==> src/rtl/vga_text_render_if.sv <==
// Memory-side bus of vga_text_render: char RAM and font ROM fetch ports.
// Both memories are synchronous with a 1-cycle read latency.
// The renderer uses the master modport; the memories use the slave modport.
interface vga_text_render_if;
  logic [11:0] char_addr;
  logic [15:0] char_data;
  logic [11:0] font_addr;
  logic [7:0]  font_data;

  modport master (output char_addr, output font_addr, input char_data, input font_data);
  modport slave  (input char_addr, input font_addr, output char_data, output font_data);
endinterface

==> src/rtl/vga_text_render.sv <==
// vga_text_render: 80x30 text-mode pixel generator behind a 640x480 VGA timing
// generator. Five-stage pipeline: cell address, char RAM return, font address,
// font ROM return, palette lookup. Syncs and valid ride along through five flops.
// Optional blinking underline cursor: define VGA_TEXT_CURSOR_EN.
module vga_text_render #(
  parameter int unsigned COLS         = 80,
  parameter int unsigned ROWS         = 30,
  parameter int unsigned BLINK_FRAMES = 30
) (
  input  logic                     clk,
  input  logic                     rst,
  input  logic [9:0]               h_cnt,
  input  logic [9:0]               v_cnt,
  input  logic                     valid,
  input  logic                     hsync_in,
  input  logic                     vsync_in,
  vga_text_render_if.master        mem,
  input  logic [6:0]               cursor_x,
  input  logic [4:0]               cursor_y,
  output logic [3:0]               vga_r,
  output logic [3:0]               vga_g,
  output logic [3:0]               vga_b,
  output logic                     hsync_out,
  output logic                     vsync_out,
  output logic                     de_out
);

  // 4-bit IRGB index to 12-bit colour: set bits give A (F when bright),
  // clear bits give 0 (5 when bright).
  function automatic logic [11:0] palette(input logic [3:0] idx);
    logic [3:0] hi, lo;
    hi = idx[3] ? 4'hF : 4'hA;
    lo = idx[3] ? 4'h5 : 4'h0;
    return {idx[2] ? hi : lo, idx[1] ? hi : lo, idx[0] ? hi : lo};
  endfunction

  logic [11:0] char_addr_d, char_addr_q;
  logic [11:0] font_addr_d, font_addr_q;
  logic [2:0]  col1_d, col1_q, col2_d, col2_q, col3_d, col3_q, col4_d, col4_q;
  logic [3:0]  grow1_d, grow1_q, grow2_d, grow2_q;
  logic        inr1_d, inr1_q, inr2_d, inr2_q;
  logic [3:0]  fg3_d, fg3_q, bg3_d, bg3_q, fg4_d, fg4_q, bg4_d, bg4_q;
  logic [4:0]  vld_d, vld_q;
  logic [4:0]  hs_d, hs_q;
  logic [4:0]  vs_d, vs_q;
  logic [11:0] rgb_d, rgb_q;
  logic        pix_on;
  logic        force_fg;
  logic [3:0]  pix_idx;

`ifdef VGA_TEXT_CURSOR_EN
  localparam int unsigned CW = (BLINK_FRAMES > 1) ? $clog2(BLINK_FRAMES) : 1;

  logic [3:0]    cur_d, cur_q;
  logic          vs_prev_d, vs_prev_q;
  logic [CW-1:0] frame_cnt_d, frame_cnt_q;
  logic          blink_d, blink_q;

  // Cursor hit flag (cell match on underline rows) and frame/blink counter.
  always_comb begin
    cur_d[0]    = (h_cnt[9:3] == cursor_x) && (v_cnt[9:4] == {1'b0, cursor_y}) &&
                  (v_cnt[3:0] >= 4'd14);
    cur_d[3:1]  = cur_q[2:0];
    vs_prev_d   = vsync_in;
    frame_cnt_d = frame_cnt_q;
    blink_d     = blink_q;
    if (vsync_in && !vs_prev_q) begin
      if (frame_cnt_q == CW'(BLINK_FRAMES - 1)) begin
        frame_cnt_d = '0;
        blink_d     = ~blink_q;
      end else begin
        frame_cnt_d = frame_cnt_q + CW'(1);
      end
    end
  end

  // Cursor state registers; previous vsync resets inactive so release is not an edge.
  always_ff @(posedge clk or negedge rst) begin
    if (!rst) begin
      cur_q       <= '0;
      vs_prev_q   <= 1'b1;
      frame_cnt_q <= '0;
      blink_q     <= 1'b0;
    end else begin
      cur_q       <= cur_d;
      vs_prev_q   <= vs_prev_d;
      frame_cnt_q <= frame_cnt_d;
      blink_q     <= blink_d;
    end
  end

  assign force_fg = blink_q && cur_q[3];
`else
  logic unused_cursor;
  assign unused_cursor = ^{cursor_x, cursor_y, BLINK_FRAMES[0]};
  assign force_fg      = 1'b0;
`endif

  // Next-state for every pipeline stage.
  always_comb begin
    // stage 1: cell address and per-pixel position
    char_addr_d = valid ? 12'(32'(v_cnt[9:4]) * COLS + 32'(h_cnt[9:3])) : '0;
    col1_d      = h_cnt[2:0];
    grow1_d     = v_cnt[3:0];
    inr1_d      = (32'(v_cnt[9:4]) < ROWS) && (32'(h_cnt[9:3]) < COLS);
    // stage 2: wait for char RAM
    col2_d      = col1_q;
    grow2_d     = grow1_q;
    inr2_d      = inr1_q;
    // stage 3: glyph row address; off-screen cells collapse to index 0 (black)
    font_addr_d = {mem.char_data[7:0], grow2_q};
    fg3_d       = inr2_q ? mem.char_data[11:8]  : '0;
    bg3_d       = inr2_q ? mem.char_data[15:12] : '0;
    col3_d      = col2_q;
    // stage 4: wait for font ROM
    fg4_d       = fg3_q;
    bg4_d       = bg3_q;
    col4_d      = col3_q;
    // stage 5: pixel select, palette, blanking
    pix_on      = mem.font_data[3'(3'd7 - col4_q)];
    pix_idx     = (pix_on || force_fg) ? fg4_q : bg4_q;
    rgb_d       = vld_q[3] ? palette(pix_idx) : '0;
    // valid/sync delay lines: bit k is the value after stage k+1
    vld_d       = {vld_q[3:0], valid};
    hs_d        = {hs_q[3:0], hsync_in};
    vs_d        = {vs_q[3:0], vsync_in};
  end

  // Pipeline registers; sync delay lines reset high so release emits no false pulse.
  always_ff @(posedge clk or negedge rst) begin
    if (!rst) begin
      char_addr_q <= '0;
      font_addr_q <= '0;
      col1_q      <= '0;
      col2_q      <= '0;
      col3_q      <= '0;
      col4_q      <= '0;
      grow1_q     <= '0;
      grow2_q     <= '0;
      inr1_q      <= 1'b0;
      inr2_q      <= 1'b0;
      fg3_q       <= '0;
      bg3_q       <= '0;
      fg4_q       <= '0;
      bg4_q       <= '0;
      vld_q       <= '0;
      hs_q        <= '1;
      vs_q        <= '1;
      rgb_q       <= '0;
    end else begin
      char_addr_q <= char_addr_d;
      font_addr_q <= font_addr_d;
      col1_q      <= col1_d;
      col2_q      <= col2_d;
      col3_q      <= col3_d;
      col4_q      <= col4_d;
      grow1_q     <= grow1_d;
      grow2_q     <= grow2_d;
      inr1_q      <= inr1_d;
      inr2_q      <= inr2_d;
      fg3_q       <= fg3_d;
      bg3_q       <= bg3_d;
      fg4_q       <= fg4_d;
      bg4_q       <= bg4_d;
      vld_q       <= vld_d;
      hs_q        <= hs_d;
      vs_q        <= vs_d;
      rgb_q       <= rgb_d;
    end
  end

  assign mem.char_addr = char_addr_q;
  assign mem.font_addr = font_addr_q;
  assign vga_r         = rgb_q[11:8];
  assign vga_g         = rgb_q[7:4];
  assign vga_b         = rgb_q[3:0];
  assign de_out        = vld_q[4];
  assign hsync_out     = hs_q[4];
  assign vsync_out     = vs_q[4];

endmodule

==> src/flat_wrapper.sv <==
// flat-port wrapper written by rule: the top's interface ports become plain ports
module vga_text_render_flat 
#(
  parameter int unsigned COLS         = 80,
  parameter int unsigned ROWS         = 30,
  parameter int unsigned BLINK_FRAMES = 30
)
  (clk, rst, h_cnt, v_cnt, valid, hsync_in, vsync_in, cursor_x, cursor_y, vga_r, vga_g, vga_b, hsync_out, vsync_out, de_out, mem_char_addr, mem_font_addr, mem_char_data, mem_font_data);
  vga_text_render_if mem_i ();
  input  logic clk;
  input  logic rst;
  input  logic [9:0] h_cnt;
  input  logic [9:0] v_cnt;
  input  logic valid;
  input  logic hsync_in;
  input  logic vsync_in;
  input  logic [6:0] cursor_x;
  input  logic [4:0] cursor_y;
  output logic [3:0] vga_r;
  output logic [3:0] vga_g;
  output logic [3:0] vga_b;
  output logic hsync_out;
  output logic vsync_out;
  output logic de_out;
  output wire logic [$bits(mem_i.char_addr)-1:0] mem_char_addr;
  output wire logic [$bits(mem_i.font_addr)-1:0] mem_font_addr;
  input wire logic [$bits(mem_i.char_data)-1:0] mem_char_data;
  input wire logic [$bits(mem_i.font_data)-1:0] mem_font_data;
  assign mem_char_addr = mem_i.char_addr;
  assign mem_font_addr = mem_i.font_addr;
  assign mem_i.char_data = mem_char_data;
  assign mem_i.font_data = mem_font_data;
  vga_text_render #(.COLS(COLS), .ROWS(ROWS), .BLINK_FRAMES(BLINK_FRAMES)) u_core (.clk(clk), .rst(rst), .h_cnt(h_cnt), .v_cnt(v_cnt), .valid(valid), .hsync_in(hsync_in), .vsync_in(vsync_in), .mem(mem_i), .cursor_x(cursor_x), .cursor_y(cursor_y), .vga_r(vga_r), .vga_g(vga_g), .vga_b(vga_b), .hsync_out(hsync_out), .vsync_out(vsync_out), .de_out(de_out));
endmodule
==> config.mk <==
export PLATFORM = sky130hd
export DESIGN_NAME = vga_text_render_flat
export DESIGN_NICKNAME = d
export VERILOG_FILES = /design/src/rtl/vga_text_render_if.sv /design/src/rtl/vga_text_render.sv /design/src/flat_wrapper.sv
export SDC_FILE = /design/constraint.sdc
export NUM_CORES = 1
export LEC_CHECK = 0
export CAP_MARGIN = 20
export CORE_UTILIZATION = 38
export DETAILED_ROUTE_END_ITERATION = 7
export GPL_TIMING_DRIVEN = 0
export PLACE_DENSITY = 0.7
export SYNTH_ARGS = -nofsm -noshare
export SYNTH_HDL_FRONTEND = slang
export SYNTH_SLANG_ARGS = --single-unit
==> constraint.sdc <==
create_clock -name clk -period 2 [get_ports clk]
set_clock_uncertainty 0.05 [all_clocks]
set_input_delay 0.4 -clock clk [delete_from_list [all_inputs] [get_ports clk]]
set_output_delay 0.4 -clock clk [all_outputs]
set_load 0.1 [all_outputs]
==> results.md <==
* Crit end category: output port
* Root buffer cell: clkbuf_8
* Chip Width at 87.25 um
* Final hold violation count at 0
* Initial antenna violation count at 0
* Final worst path period need at 1.974 ns
* Number of cells on the critical path at 1
* Final setup violation count at 0
* Tightest Pin Transition at 0.9766 ns
* Synthesized instance count at 171
* Clk_lat worst skew at 0.34 ns
* Most frequent cells in the layout: dfrtp_1 (71), clkdlybuf4s50_1 (41), and2_1 (18)
* Worst EP required at 1.55 ns
* Syn Area/Cell at 16.15 sq um
* Synth warn at 0
* Post-layout net count at 347
* FMAX at 506.5 MHz
* Post-Layout Cell Count at 374
* Syn Nets at 245
* Critical path's top delay family: buffers and inverters
* Worst Path Buf+Inv at 1
* Worst-path maximum fanout at 1
* Dpl cells at 355
* Synthesized area at 0.002761 sq mm
* Antenna cells at 0
* Vias in the first global route at 1539
* CTS tree: done
* GRT Total Usage at 12.44%
* # IOs at 100
* 1st-iter DRT viols at 26
* Crit-path slowest cell: dlygate4sd2_1
* GPL Wtd Cong at 0.7226
* Peak VDD IR at 0.0003008 V
* Power Total at 3.669 mW
* Tcrit/Tclk final at 98.71%
* Relative slew margins at 35.15%
* Drt pass-1 iters at 3
* Cts bufs inserted at 9
* Drt total wl at 4283 um
* Post-route cell area at 0.004044 sq mm
* Final core occ at 58.55%
* Starting Density at 39.98%
* Sequential share of the synthesized area at 73.86%
* Leak Pwr at 1.825 nW
* Hold crit path type: reg2reg
* Post-route ant nets at 0
* Max_cap viols at 0
* RSZ-0062 raised after global routing: false
* Htree depth at 3
* Die area at 0.007612 sq mm
* Clock sinks at 81
* Netlist cell types at 25
* Largest net degree at the start of global routing at 53
* Clock-pin slew on the worst setup and hold paths at 0.08 ns
* Critical setup path kind: reg2out
* Leading cell type in the layout, fill and taps excluded: dfrtp_1
* Worst Hold Depth at 0
* Pwr Density at 907.4 mW/mm^2
* # DRC at 0
* Crit-path cells: dlygate4sd2_1
* CP max stage delay at 0.85 ns
* Buffers added on ports at 87
* R2R depth at 4
* Vias post-DR at 1534
* Outcome: finished, final reports clean
* Placed cell areas at 0.003812 sq mm
* Detailed Place HPWL at 3122 um
* WP data arrival at 1.52 ns
* CTS max path bufs at 2
* Area growth syn-to-layout at 46.44%
* Share of layout cells above drive strength 1 at 26.98%
* Number of fill cells in the layout at 589
* Final Max Tran Viols at 0
* Startpoint class of the critical path: flop
* Grt ovf at 0
* Core ar. at 0.006907 sq mm
* Core Rows at 30
* First-pass GRT wire length at 6927 um
* Die height at 87.25 um
* WL per Instance at 11.45 um
* Synthesis-stage register bit count at 81
* Avg Vias per Cell at 4.102
[power by group]
group          total [mW]  internal [mW]  switching (mW)
clock network        1.04          0.486           0.551
logic               0.861          0.278           0.583
registers            1.77           1.74          0.0308
[cell usage after synthesis]
cell,number,area share [%]
clkbuf_1,1,0.14
dfstp_2,10,9.5
nor3b_1,1,0.27
mux2i_1,4,1.4
buf_4,8,2.2
nor4b_2,1,0.54
inv_1,7,0.95
mux2i_4,1,0.82
nor2b_1,7,1.6
and2_1,18,4.1
nand3_1,1,0.18
nor2_1,6,0.82
and3_1,1,0.23
o21ai_0,3,0.54
ha_1,11,5.0
nand2b_1,2,0.45
fa_1,2,1.4
a21oi_1,4,0.72
dfrtp_1,71,64
mux4_1,2,1.9
a21o_1,1,0.27
nand2_1,1,0.14
xnor2_1,5,1.6
nand4_1,1,0.23
xor2_1,2,0.63
[stage by stage]
stage	TNS, ns	hold WS [ns]	setup slack, ns
3_3_place_gp	-166.39	0.2814	-2.125
2_1_floorplan	-0.1184	0.05441	-0.1021
5_1_grt	0	0.3003	0.00004785
4_1_cts	0	0.2978	0.001650
6_report	0	0.2988	0.02574
3_5_place_dp	-3.662	0.2847	-0.7858
[logic make-up after synthesis]
group,share of synthesized area (%)
AO/OA/AOI/OAI,1.541
adder cells (fa/ha/maj),6.434
flip-flops,73.86
buffers and inverters,3.262
multiplexers,4.169
XOR/XNOR,2.220
AND/OR/NAND/NOR,8.518
[final cells by class]
| cell class | count | area, sq um | area share, % |
|---|---|---|---|
| timing repair buffer | 91 | 865.8 | 21.41 |
| inverter | 7 | 26.28 | 0.6498 |
| clock buffer | 10 | 137.6 | 3.403 |
| buffer | 9 | 63.81 | 1.578 |
| multi-input combinational | 74 | 747.0 | 18.47 |
| sequential | 81 | 2039 | 50.43 |
| clock inverter | 6 | 43.79 | 1.083 |
| tap | 96 | 120.1 | 2.970 |
[routing by layer]
| layer | vias up | global-route usage, % | routed length, um |
|---|---|---|---|
| met3 | 8 | 2.654 | 221 |
| met4 | 0 | 8.495 | 88 |
| li1 | 748 | - | - |
| met1 | 728 | 13.61 | 1621 |
| met2 | 50 | 21.59 | 2351 |
| met5 | - | 0 | 0 |
[registers in the layout (all words and copies together) (netlist names), 5 cells and up]
register              count
u_core.mem.font_addr     12
u_core.vs_q               5
u_core.vld_q              5
u_core.mem.char_addr     12
u_core.hs_q               5
[worst paths after layout]
path	to	slack (ns)	startpoint
setup / recovery	mem_font_addr[10]	0.03	u_core.mem.font_addr[10]
hold reg to reg	u_core.col4_q[2]	0.30	u_core.col3_q[2]
max in group asynchronous	u_core.vs_q[4]	0.80	rst
setup reg to reg	u_core.rgb_q[10]	0.32	u_core.col4_q[1]
min in group asynchronous	u_core.col4_q[0]	0.49	rst
hold / removal	u_core.col4_q[2]	0.30	u_core.col3_q[2]
[repair_timing]
action                     CTS  global route
buffers inserted             1             1
hold endpoints to repair    29             0
resized for setup           89            30
hold buffers                 1             0
setup endpoints to repair   43            22
pin swaps                    3             3
No activity file was read; power rests on OpenSTA's default activity.
